===== src/rtl/wf_done_reporter_pkg.sv =====
// ---------------------------------------------------------------------------
// wf_done_reporter_pkg
// Purpose : CU-wide constants and types shared by the wavefront-done
//           reporter and its slot-ID FIFO.
// Contents: WF_PER_CU / WF_ID_LENGTH / TAG_WIDTH, err_flags bit indices,
//           slot-ID and tag types, and the circular-pointer increment helper.
// ---------------------------------------------------------------------------
package wf_done_reporter_pkg;

  localparam int WF_PER_CU    = 40;  // wavefront slots per CU, also FIFO depth
  localparam int WF_ID_LENGTH = 6;   // slot ID width
  localparam int TAG_WIDTH    = 15;  // dispatcher wavefront tag width

  // Sticky error bit positions within err_flags.
  localparam int ERR_DISPATCH_ACTIVE = 0;  // dispatch to an occupied or invalid slot
  localparam int ERR_DONE_INACTIVE   = 1;  // done for a slot that is not active
  localparam int ERR_DONE_DUPLICATE  = 2;  // done for a slot already queued
  localparam int ERR_WIDTH           = 3;

  typedef logic [WF_ID_LENGTH-1:0] wf_id_t;
  typedef logic [TAG_WIDTH-1:0]    wf_tag_t;

  // Circular pointer increment: WF_PER_CU-1 wraps to 0.
  function automatic wf_id_t wf_ptr_next(input wf_id_t p);
    if (p == wf_id_t'(WF_PER_CU - 1)) begin
      return '0;
    end
    return p + wf_id_t'(1);
  endfunction

endpackage : wf_done_reporter_pkg


===== src/rtl/wf_done_reporter_if.sv =====
// ---------------------------------------------------------------------------
// wf_done_reporter_if
// Purpose : completion-report channel from the CU to the dispatcher.
// Signals : cu2dispatch_wf_done       valid, driven by the CU
//           cu2dispatch_wf_tag_done   tag of the reported wavefront
//           dispatch2cu_wf_done_ready dispatcher accepts the report
//
// Handshake: a report transfers on a rising clk edge where valid and ready
// are both 1. Once valid rises, valid and tag hold unchanged until that
// transfer edge. ready may be asserted at any time; ready while valid is 0
// does nothing. The CU never waits on ready before raising valid.
//
// Modports: master = CU side (reporter), slave = dispatcher side.
// ---------------------------------------------------------------------------
interface wf_done_reporter_if;
  import wf_done_reporter_pkg::*;

  logic    cu2dispatch_wf_done;
  wf_tag_t cu2dispatch_wf_tag_done;
  logic    dispatch2cu_wf_done_ready;

  modport master (
    output cu2dispatch_wf_done,
    output cu2dispatch_wf_tag_done,
    input  dispatch2cu_wf_done_ready
  );

  modport slave (
    input  cu2dispatch_wf_done,
    input  cu2dispatch_wf_tag_done,
    output dispatch2cu_wf_done_ready
  );

endinterface : wf_done_reporter_if


===== src/rtl/wf_done_reporter_wf_id_fifo.sv =====
// ---------------------------------------------------------------------------
// wf_id_fifo
// Purpose : circular FIFO of wavefront slot IDs, depth WF_PER_CU.
// Ports   : clk, rst        clock, synchronous active-high reset
//           i_push/i_push_id enqueue one slot ID
//           i_pop            dequeue the head (ignored when empty)
//           o_head           slot ID at the head (undefined when empty)
//           o_empty          FIFO holds no entries
//           o_count          number of entries, 0..WF_PER_CU
// Push and pop in the same cycle both take effect and leave the count
// unchanged. A push into a full FIFO without a pop is dropped; the caller
// guarantees at most one entry per slot, so that cannot happen in use.
// ---------------------------------------------------------------------------
module wf_id_fifo
  import wf_done_reporter_pkg::*;
(
  input  logic   clk,
  input  logic   rst,
  input  logic   i_push,
  input  wf_id_t i_push_id,
  input  logic   i_pop,
  output wf_id_t o_head,
  output logic   o_empty,
  output wf_id_t o_count
);

  wf_id_t r_mem [WF_PER_CU];
  wf_id_t r_wr_ptr;
  wf_id_t r_rd_ptr;
  wf_id_t r_count;

  logic w_empty;
  logic w_full;
  logic w_do_pop;
  logic w_do_push;

  assign w_empty   = (r_count == '0);
  assign w_full    = (r_count == wf_id_t'(WF_PER_CU));
  assign w_do_pop  = i_pop && !w_empty;
  // A pop in the same cycle frees a location, so full only blocks a lone push.
  assign w_do_push = i_push && (!w_full || w_do_pop);

  // Storage needs no reset: entries are only read while counted as valid.
  always_ff @(posedge clk) begin
    if (w_do_push) begin
      r_mem[r_wr_ptr] <= i_push_id;
    end
  end

  always_ff @(posedge clk) begin
    if (rst) begin
      r_wr_ptr <= '0;
      r_rd_ptr <= '0;
      r_count  <= '0;
    end else begin
      if (w_do_push) begin
        r_wr_ptr <= wf_ptr_next(r_wr_ptr);
      end
      if (w_do_pop) begin
        r_rd_ptr <= wf_ptr_next(r_rd_ptr);
      end
      case ({w_do_push, w_do_pop})
        2'b10:   r_count <= r_count + wf_id_t'(1);
        2'b01:   r_count <= r_count - wf_id_t'(1);
        default: r_count <= r_count;
      endcase
    end
  end

  assign o_head  = r_mem[r_rd_ptr];
  assign o_empty = w_empty;
  assign o_count = r_count;

endmodule : wf_id_fifo


===== src/rtl/wf_done_reporter.sv =====
// ---------------------------------------------------------------------------
// wf_done_reporter
// Purpose : records the dispatcher tag of each wavefront slot at dispatch,
//           queues finished slot IDs, reports each completion to the
//           dispatcher as a tag over a valid/ready channel, and frees the
//           slot only once the dispatcher has accepted its report.
// Ports   : clk, rst                      clock, synchronous active-high reset
//           dispatch2cu_wf_dispatch       pulse: wavefront dispatched
//           dispatch2cu_wf_tag_dispatch   tag of the dispatched wavefront
//           dispatch_wf_id                slot given to that wavefront
//           fetchwave_wf_done_en          pulse: wavefront finished
//           fetchwave_wf_done_wf_id       slot of the finished wavefront
//           rpt (master)                  completion report channel
//           wf_active_array               per-slot occupied flags
//           err_flags                     sticky protocol errors
//           dbg_fifo_count                entries waiting to be reported
// All decisions in a cycle use pre-edge state, so a pop and a dispatch to
// the same slot reject the dispatch, and a done racing its own pop is a
// duplicate.
// ---------------------------------------------------------------------------
module wf_done_reporter
  import wf_done_reporter_pkg::*;
(
  input  logic                      clk,
  input  logic                      rst,
  input  logic                      dispatch2cu_wf_dispatch,
  input  wf_tag_t                   dispatch2cu_wf_tag_dispatch,
  input  wf_id_t                    dispatch_wf_id,
  input  logic                      fetchwave_wf_done_en,
  input  wf_id_t                    fetchwave_wf_done_wf_id,
  wf_done_reporter_if.master        rpt,
  output logic [WF_PER_CU-1:0]      wf_active_array,
  output logic [ERR_WIDTH-1:0]      err_flags,
  output wf_id_t                    dbg_fifo_count
);

  wf_tag_t              r_tag [WF_PER_CU];
  logic [WF_PER_CU-1:0] r_active;
  logic [WF_PER_CU-1:0] r_pending;
  logic [ERR_WIDTH-1:0] r_err;

  wf_id_t w_head;
  logic   w_empty;
  logic   w_valid;
  logic   w_pop;

  logic   w_disp_in_range;
  logic   w_disp_slot_busy;
  logic   w_disp_ok;
  logic   w_disp_err;

  logic   w_done_in_range;
  logic   w_done_slot_active;
  logic   w_done_slot_pending;
  logic   w_done_ok;
  logic   w_done_inactive;
  logic   w_done_dup;

  // -------------------------------------------------------------------------
  // Dispatch qualification. An out-of-range slot is treated as busy so it is
  // rejected through the same path as a dispatch to an occupied slot.
  // -------------------------------------------------------------------------
  assign w_disp_in_range  = (dispatch_wf_id < wf_id_t'(WF_PER_CU));
  assign w_disp_slot_busy = w_disp_in_range ? r_active[dispatch_wf_id] : 1'b1;
  assign w_disp_ok        = dispatch2cu_wf_dispatch && !w_disp_slot_busy;
  assign w_disp_err       = dispatch2cu_wf_dispatch &&  w_disp_slot_busy;

  // -------------------------------------------------------------------------
  // Done qualification. An out-of-range slot can never be active.
  // -------------------------------------------------------------------------
  assign w_done_in_range     = (fetchwave_wf_done_wf_id < wf_id_t'(WF_PER_CU));
  assign w_done_slot_active  = w_done_in_range ? r_active[fetchwave_wf_done_wf_id]  : 1'b0;
  assign w_done_slot_pending = w_done_in_range ? r_pending[fetchwave_wf_done_wf_id] : 1'b0;
  assign w_done_inactive     = fetchwave_wf_done_en && !w_done_slot_active;
  assign w_done_dup          = fetchwave_wf_done_en &&  w_done_slot_active &&  w_done_slot_pending;
  assign w_done_ok           = fetchwave_wf_done_en &&  w_done_slot_active && !w_done_slot_pending;

  // -------------------------------------------------------------------------
  // Completion queue. One entry per slot at most (guarded by pending), so the
  // WF_PER_CU-deep FIFO cannot overflow and needs no backpressure.
  // -------------------------------------------------------------------------
  wf_id_fifo u_wf_id_fifo (
    .clk       (clk),
    .rst       (rst),
    .i_push    (w_done_ok),
    .i_push_id (fetchwave_wf_done_wf_id),
    .i_pop     (w_pop),
    .o_head    (w_head),
    .o_empty   (w_empty),
    .o_count   (dbg_fifo_count)
  );

  assign w_valid = !w_empty;
  assign w_pop   = w_valid && rpt.dispatch2cu_wf_done_ready;

  // -------------------------------------------------------------------------
  // Slot state. The pop, dispatch and done updates never target the same
  // bit in conflicting directions: a popped slot is active, so a same-cycle
  // dispatch to it is rejected; a popped slot is pending, so a same-cycle
  // done to it is a duplicate.
  // -------------------------------------------------------------------------
  always_ff @(posedge clk) begin
    if (rst) begin
      r_active  <= '0;
      r_pending <= '0;
      r_err     <= '0;
      for (int i = 0; i < WF_PER_CU; i++) begin
        r_tag[i] <= '0;
      end
    end else begin
      if (w_pop) begin
        r_active[w_head]  <= 1'b0;
        r_pending[w_head] <= 1'b0;
      end
      if (w_disp_ok) begin
        r_active[dispatch_wf_id] <= 1'b1;
        r_tag[dispatch_wf_id]    <= dispatch2cu_wf_tag_dispatch;
      end
      if (w_done_ok) begin
        r_pending[fetchwave_wf_done_wf_id] <= 1'b1;
      end
      if (w_disp_err) begin
        r_err[ERR_DISPATCH_ACTIVE] <= 1'b1;
      end
      if (w_done_inactive) begin
        r_err[ERR_DONE_INACTIVE] <= 1'b1;
      end
      if (w_done_dup) begin
        r_err[ERR_DONE_DUPLICATE] <= 1'b1;
      end
    end
  end

  // Report outputs decode only registered state, so they are stable across
  // the whole cycle. The tag is forced to zero while no report is offered.
  assign rpt.cu2dispatch_wf_done     = w_valid;
  assign rpt.cu2dispatch_wf_tag_done = w_valid ? r_tag[w_head] : '0;

  assign wf_active_array = r_active;
  assign err_flags       = r_err;

endmodule : wf_done_reporter


===== src/flat_wrapper.sv =====
// flat-port wrapper written by rule: the top's interface ports become plain ports
module wf_done_reporter_flat import wf_done_reporter_pkg::*;
  (clk, rst, dispatch2cu_wf_dispatch, dispatch2cu_wf_tag_dispatch, dispatch_wf_id, fetchwave_wf_done_en, fetchwave_wf_done_wf_id, wf_active_array, err_flags, dbg_fifo_count, rpt_cu2dispatch_wf_done, rpt_cu2dispatch_wf_tag_done, rpt_dispatch2cu_wf_done_ready);
  wf_done_reporter_if rpt_i ();
  input  logic clk;
  input  logic rst;
  input  logic dispatch2cu_wf_dispatch;
  input  wf_tag_t dispatch2cu_wf_tag_dispatch;
  input  wf_id_t dispatch_wf_id;
  input  logic fetchwave_wf_done_en;
  input  wf_id_t fetchwave_wf_done_wf_id;
  output logic [WF_PER_CU-1:0] wf_active_array;
  output logic [ERR_WIDTH-1:0] err_flags;
  output wf_id_t dbg_fifo_count;
  output wire logic [$bits(rpt_i.cu2dispatch_wf_done)-1:0] rpt_cu2dispatch_wf_done;
  output wire logic [$bits(rpt_i.cu2dispatch_wf_tag_done)-1:0] rpt_cu2dispatch_wf_tag_done;
  input wire logic [$bits(rpt_i.dispatch2cu_wf_done_ready)-1:0] rpt_dispatch2cu_wf_done_ready;
  assign rpt_cu2dispatch_wf_done = rpt_i.cu2dispatch_wf_done;
  assign rpt_cu2dispatch_wf_tag_done = rpt_i.cu2dispatch_wf_tag_done;
  assign rpt_i.dispatch2cu_wf_done_ready = rpt_dispatch2cu_wf_done_ready;
  wf_done_reporter u_core (.clk(clk), .rst(rst), .dispatch2cu_wf_dispatch(dispatch2cu_wf_dispatch), .dispatch2cu_wf_tag_dispatch(dispatch2cu_wf_tag_dispatch), .dispatch_wf_id(dispatch_wf_id), .fetchwave_wf_done_en(fetchwave_wf_done_en), .fetchwave_wf_done_wf_id(fetchwave_wf_done_wf_id), .rpt(rpt_i), .wf_active_array(wf_active_array), .err_flags(err_flags), .dbg_fifo_count(dbg_fifo_count));
endmodule

===== config.mk =====
export PLATFORM = sky130hd
export DESIGN_NAME = wf_done_reporter_flat
export DESIGN_NICKNAME = d
export VERILOG_FILES = /design/src/rtl/wf_done_reporter_pkg.sv /design/src/rtl/wf_done_reporter_if.sv /design/src/rtl/wf_done_reporter_wf_id_fifo.sv /design/src/rtl/wf_done_reporter.sv /design/src/flat_wrapper.sv
export SDC_FILE = /design/constraint.sdc
export NUM_CORES = 2
export LEC_CHECK = 0
export CAP_MARGIN = 25
export CORE_ASPECT_RATIO = 1.4
export CORE_MARGIN = 4
export CORE_UTILIZATION = 55
export CTS_CLUSTER_SIZE = 10
export DETAILED_ROUTE_END_ITERATION = 10
export GPL_TIMING_DRIVEN = 1
export PLACE_DENSITY = 0.72
export SLEW_MARGIN = 20
export SYNTH_ARGS = -nofsm -noshare
export SYNTH_HDL_FRONTEND = slang
export SYNTH_HIERARCHICAL = 1
export SYNTH_SLANG_ARGS = --single-unit

===== constraint.sdc =====
create_clock -name clk -period 5.6 [get_ports clk]
set_input_delay 0.56 -clock clk [delete_from_list [all_inputs] [get_ports clk]]
set_output_delay 0.56 -clock clk [all_outputs]
set_load 0.1 [all_outputs]

; ---- After elaboration in Yosys (flattened, before gate mapping)
; Memory sizes are Yosys's and may differ from the RTL's. A register that Yosys moved wholly into a read port is not among the register bits.
; Cells that the tools add are included.
[word_totals]
register_bits = 101
ram_bits = 840
inputBits = 32
out_inout_bits = 65
wordCells = 98
n_memories = 2
[mem_list]
columns = memory, words, word_bits, rd, rd_clocked_by_memory_dff, write_ports, line_no
row1 = u_core.r_tag, 40, 15, 1, 0, 40, wf_done_reporter.sv:37  ; wf_tag_t r_tag [WF_PER_CU];
row2 = u_core.u_wf_id_fifo.r_mem, 40, 6, 1, 1, 1, wf_done_reporter_wf_id_fifo.sv:27  ; wf_id_t r_mem [WF_PER_CU];
[classes]
add_sub_neg = 4
order_cmp = 8
n_eq_ne = 5
n_mux = 45
bitwise_logic = 5
reduce_logical = 21
[ops]
columns = cell, n
row1 = 40-bit 2-to-1 mux, 6
row2 = 40-bit bitwise AND, 2
row3 = 40-bit bitwise OR, 2
row4 = 6-bit 2-to-1 mux, 7
row5 = 40-bit NOT, 1
row6 = 15-bit 2-to-1 mux, 2
row7 = 1-bit 2-to-1 mux, 23
row8 = "6-bit by 7-bit less-than comparator with 1-bit output, second input constant", 3
row9 = "6-bit by 1-bit adder with 6-bit output, second input constant", 3
row10 = 1-bit binary-select mux with 6-bit select, 3
row11 = 1-bit demux with 6-bit select, 3
row12 = "6-bit == test, second input constant", 3
row13 = "6-bit by 1-bit >= comparator with 1-bit output, second input constant", 3
row14 = 15-bit OR reduction, 1
row15 = 1-bit logical AND, 12
row16 = "6-bit less-than comparator, second input constant", 2
row17 = 6-bit one-hot mux with 2 select lines, 1
row18 = 6-bit logical NOT, 1
row19 = "6-bit by 1-bit subtractor with 6-bit output, second input constant", 1
row20 = 1-bit logical NOT, 5
row21 = "2-bit by 1-bit == test with 1-bit output, second input constant", 1
row22 = "2-bit == test, second input constant", 1
row23 = 2-bit nonzero test, 1
row24 = 1-bit logical OR, 1

; ---- Depth between registers and ports, before layout
[depth]
word_depth = 10
depth_mapped = 19
mapped_depth_nobuf = 14

; ---- Hierarchy
; Netlist, hierarchy kept.
[modules_own_cells]
columns = module, instances, cells_each, area_each_um2, seq_area_each_um2
row1 = wf_done_reporter, 1, 3376, 45087.0, 30489.2
row2 = wf_id_fifo, 1, 646, 10654.0, 7687.4

; ---- Least setup slack after synthesis
; Ideal clock, no wire load.
[synth_path]
kind = flip-flop to output port
startpoint = register with a tool-made name
endpoint = output rpt_cu2dispatch_wf_tag_done[12]
t_arrival_ns = 5.336
path_slack_ns = -0.296
stages_incl_launch_ff = 17
path_cell_list = dfxtp_1 -> buf_4 -> buf_4 -> buf_4 -> mux2i_1 -> a221oi_1 -> o22ai_1 -> o41ai_1 -> buf_2 -> buf_2 -> buf_2 -> buf_2 -> clkbuf_1 -> a22oi_1 -> o221ai_1 -> nand3_1 -> a31oi_1
[synth_lines]
columns = element, line_no
row1 = end: declaration, flat_wrapper.sv:16  ; output wire logic [$bits(rpt_i.cu2dispatch_wf_tag_done)-1:0] rpt_cu2dispatch_wf_tag_done;

==> results by group <==
Status
  – Status: finished with violations
  – Failing checks: setup timing

Setup path
  – CP Class: reg -> out
  – Setup crit end kind: output port
  – Worst setup SP type: register
  – Critical Path RT: 5.04 ns
  – WP data arrival: 5.08 ns
  – Crit Path Max Fanout: 9

Clock tree
  – Clk root buf: clkbuf_16
  – TritonCTS Buffers: 150
  – Hold-fix buffers at CTS: 0
  – Clk pin slew, worst setup/hold paths: 0.05 ns
  – CTS H-tree lvls: 4
  – Clock sink count: 1,307
  – CTS tree: built
  – Clk buf depth: 3
  – Worst skew pair latency: 0.79 ns

Routing
  – Antenna Nets Post-Route: 0
  – Vias/cell: 6.59
  – DRC viols: 0
  – Post-Route WL: 188 mm
  – Vias: 39,800
  – First-pass detailed-route iteration total: 9
  – DRT iter0 DRCs: 6,236
  – Drt wl/cell: 31.1 um

Place
  – Setup slack at placement: 0.0170 ns
  – Port Buf Inserts: 96
  – Placer Congestion: 0.992
  – Hpwl dp: 118 mm

GRT
  – Most Crowded Layer GR: met2
  – Met1 Usage GRT: 0.399
  – Number of global-route vias before repair: 39,400
  – GRT met2 Usage: 0.548
  – Overflow after GRT: 0
  – Initial antenna violation count: 9
  – GR met3 Demand/Resource: 0.103
  – First-pass GRT wire length: 266 mm
  – Tot GR Track Use: 0.347
  – Pin count of the biggest net entering global routing: 77

Timing
  – Slew margin rel.: 0.318
  – Clock Skew: 0.0368 ns
  – RSZ-0062 raised after global routing: yes
  – Tcrit/Tclk final: 1.01
  – Final setup margin: -0.0360 ns
  – Final hold vios: 0
  – Final min period: 5.64 ns
  – Final Setup Violations: 1
  – Final hold slack: 0.218 ns
  – Worst Tran Pin Value: 1.02 ns
  – Maximum clock frequency: 177 MHz
  – Slew Limit Fails: 0

Synthesis
  – Post-synthesis async set-or-reset flop share: 0
  – Synthesis-stage register bit count: 1,307
  – Ys flop type: edfxtp_1
  – Synth cell types: 87
  – Post-synthesis cell count: 4,022
  – Post-synth EDFFs: 1,200
  – Seq/Total Area, Yosys: 0.685
  – Syn_area_per_cell: 13.9 um^2
  – Synthesized cell area: 55,700 um^2
  – Synthesis Warnings: 6

Die
  – Core area: 100,000 um^2
  – Initial Utilization: 0.557
  – # rows: 137
  – Die X: 277 um
  – Die Ht: 385 um
  – Die ar.: 107,000 um^2
  – I/O Pins: 97

Job
  – Number of max-cap violations: 0

Final layout
  – Register area: 38,200 um^2
  – Commonest non-fill, non-tap cells in the layout: edfxtp_1 (1,200), nor2_1 (668), conb_1 (360)
  – Multi-input logic area: 18,100 um^2
  – Commonest non-fill, non-tap cell in the layout: edfxtp_1
  – Area growth, synth to finish: 19.8%
  – Post-layout util: 0.667
  – Fraction of layout cells with a size suffix above 1: 0.185
  – Fin nets: 4,710
  – Fillers: 7,141

Worst hold path
  – Class of the worst hold path: in -> reg

Power and ir drop
  – Power Total: 21.5 mW
  – Total power divided by cell area: 322 nW/um^2
  – Max VDD drop: 0.000259 V
  – Pleak: 22.5 nW
==> synthesized netlist by cell type (15+ instances only) <==
cell type,n,share of area
nor2b_1,23,0.0026
edfxtp_1,1200,0.65
buf_2,64,0.0057
mux4_2,103,0.042
clkbuf_1,168,0.011
nand3_1,49,0.0044
o22ai_1,30,0.0034
mux2_2,92,0.019
nand2_1,307,0.021
inv_1,20,0.0013
mux2i_1,209,0.038
o21ai_0,119,0.011
o31ai_1,29,0.0039
a221oi_1,115,0.018
dfxtp_1,107,0.038
a31oi_1,16,0.0018
buf_1,51,0.0034
o221ai_1,25,0.0039
buf_6,15,0.0030
a22o_1,33,0.0052
nor3_1,82,0.0074
a22oi_1,85,0.011
a21oi_1,120,0.011
nor2_1,673,0.045
o41ai_1,32,0.0050
==> critical path, cell delays in order (launching register included) <==
cell and delay (ns):
dfxtp_4 0.40, buf_4 0.15, buf_12 0.13, mux4_2 0.53, mux2_2 0.29, nand2_1 0.10
o41ai_4 0.09, buf_4 0.19, bufbuf_16 0.29, buf_4 0.15, and2_4 0.21, buf_4 0.17
buf_12 0.15, a221oi_2 0.21, nor2_1 0.08, o211ai_1 0.36, o221ai_1 0.22, o31a_1 0.37
buf_12 0.19
==> layout make-up <==
| class | instances | share of cell area |
|---|---|---|
| clock buffer | 187 | 0.0602 |
| clock inverter | 12 | 0.00274 |
| inverter | 23 | 0.00139 |
| sequential | 1307 | 0.572 |
| tap | 1320 | 0.0247 |
| antenna | 4 | 0.000150 |
| timing repair buffer | 446 | 0.0676 |
| multi-input combinational | 2743 | 0.271 |
==> metal layers <==
layer,vias to the layer above,wire [um]
li1,16300,-
met1,19400,58900
met2,3153,86800
met3,909,23900
met4,12,17900
met5,-,135
==> sequential cells by signal (all words and copies together) (netlist names), named ones only <==
register,count
u_core/err_flags,3
u_core/u_wf_id_fifo/r_wr_ptr,6
u_core/u_wf_id_fifo/r_mem,240
u_core/r_tag,960
u_core/wf_active_array,40
u_core/u_wf_id_fifo/r_rd_ptr,6
u_core/r_pending,40
u_core/u_wf_id_fifo/o_count,6
==> power breakdown <==
| part | switching, mW | leakage (nW) | internal, mW |
|---|---|---|---|
| logic | 1.05 | 8.13 | 0.467 |
| registers | 0.132 | 12.3 | 11.1 |
| clock network | 3.68 | 2.04 | 5.08 |
| total | 4.86 | 22.5 | 16.6 |
==> final timing paths <==
check,from,end,slack (ns),depth (start not counted)
max,register,rpt_cu2dispatch_wf_tag_done[10],-0.04,18
min,fetchwave_wf_done_wf_id[4],u_core/u_wf_id_fifo/r_mem[21][4],0.22,1
max reg2reg,register,u_core/wf_active_array[29],1.31,13
min reg2reg,u_core/r_pending[16],u_core/r_pending[16],0.45,2
==> metrics by stage <==
| step | setup TNS, ns | cells | instance area, um^2 |
|---|---|---|---|
| 3_5_place_dp | 0 | 5780 | 61300 |
| 3_3_place_gp | 0 | 5778 | 61200 |
| 4_1_cts | 0 | 6017 | 66400 |
| 5_1_grt | -0.277 | 6039 | 66800 |
| 2_1_floorplan | 0 | 4381 | 57200 |
| 6_report | -0.0360 | 6042 | 66800 |
==> cells by family (layout without fill, tap and decap cells) <==
family | Yosys count | after routing | share of synthesized area
xor gates and xnor gates | 10 | 10 | 0.00157
AOI/OAI and AO/OA | 713 | 713 | 0.0912
buffers and inverters | 333 | 668 | 0.0267
and+or+nand+nor | 1246 | 1248 | 0.0960
adders and majority gates | 7 | 7 | 0.00171
DFF | 1307 | 1307 | 0.685
muxes | 405 | 405 | 0.0979
other | 1 | 364 | 0.0000673
==> timing repair <==
item | 4_1_cts | 5_1_grt
setup buffers | 27 | 17
gates cloned | 11 | 3
resized for setup | 73 | 35
pin swaps | 9 | 9
setup endpoints to repair | 15 | 15
Power figures use the tool's default switching activity.
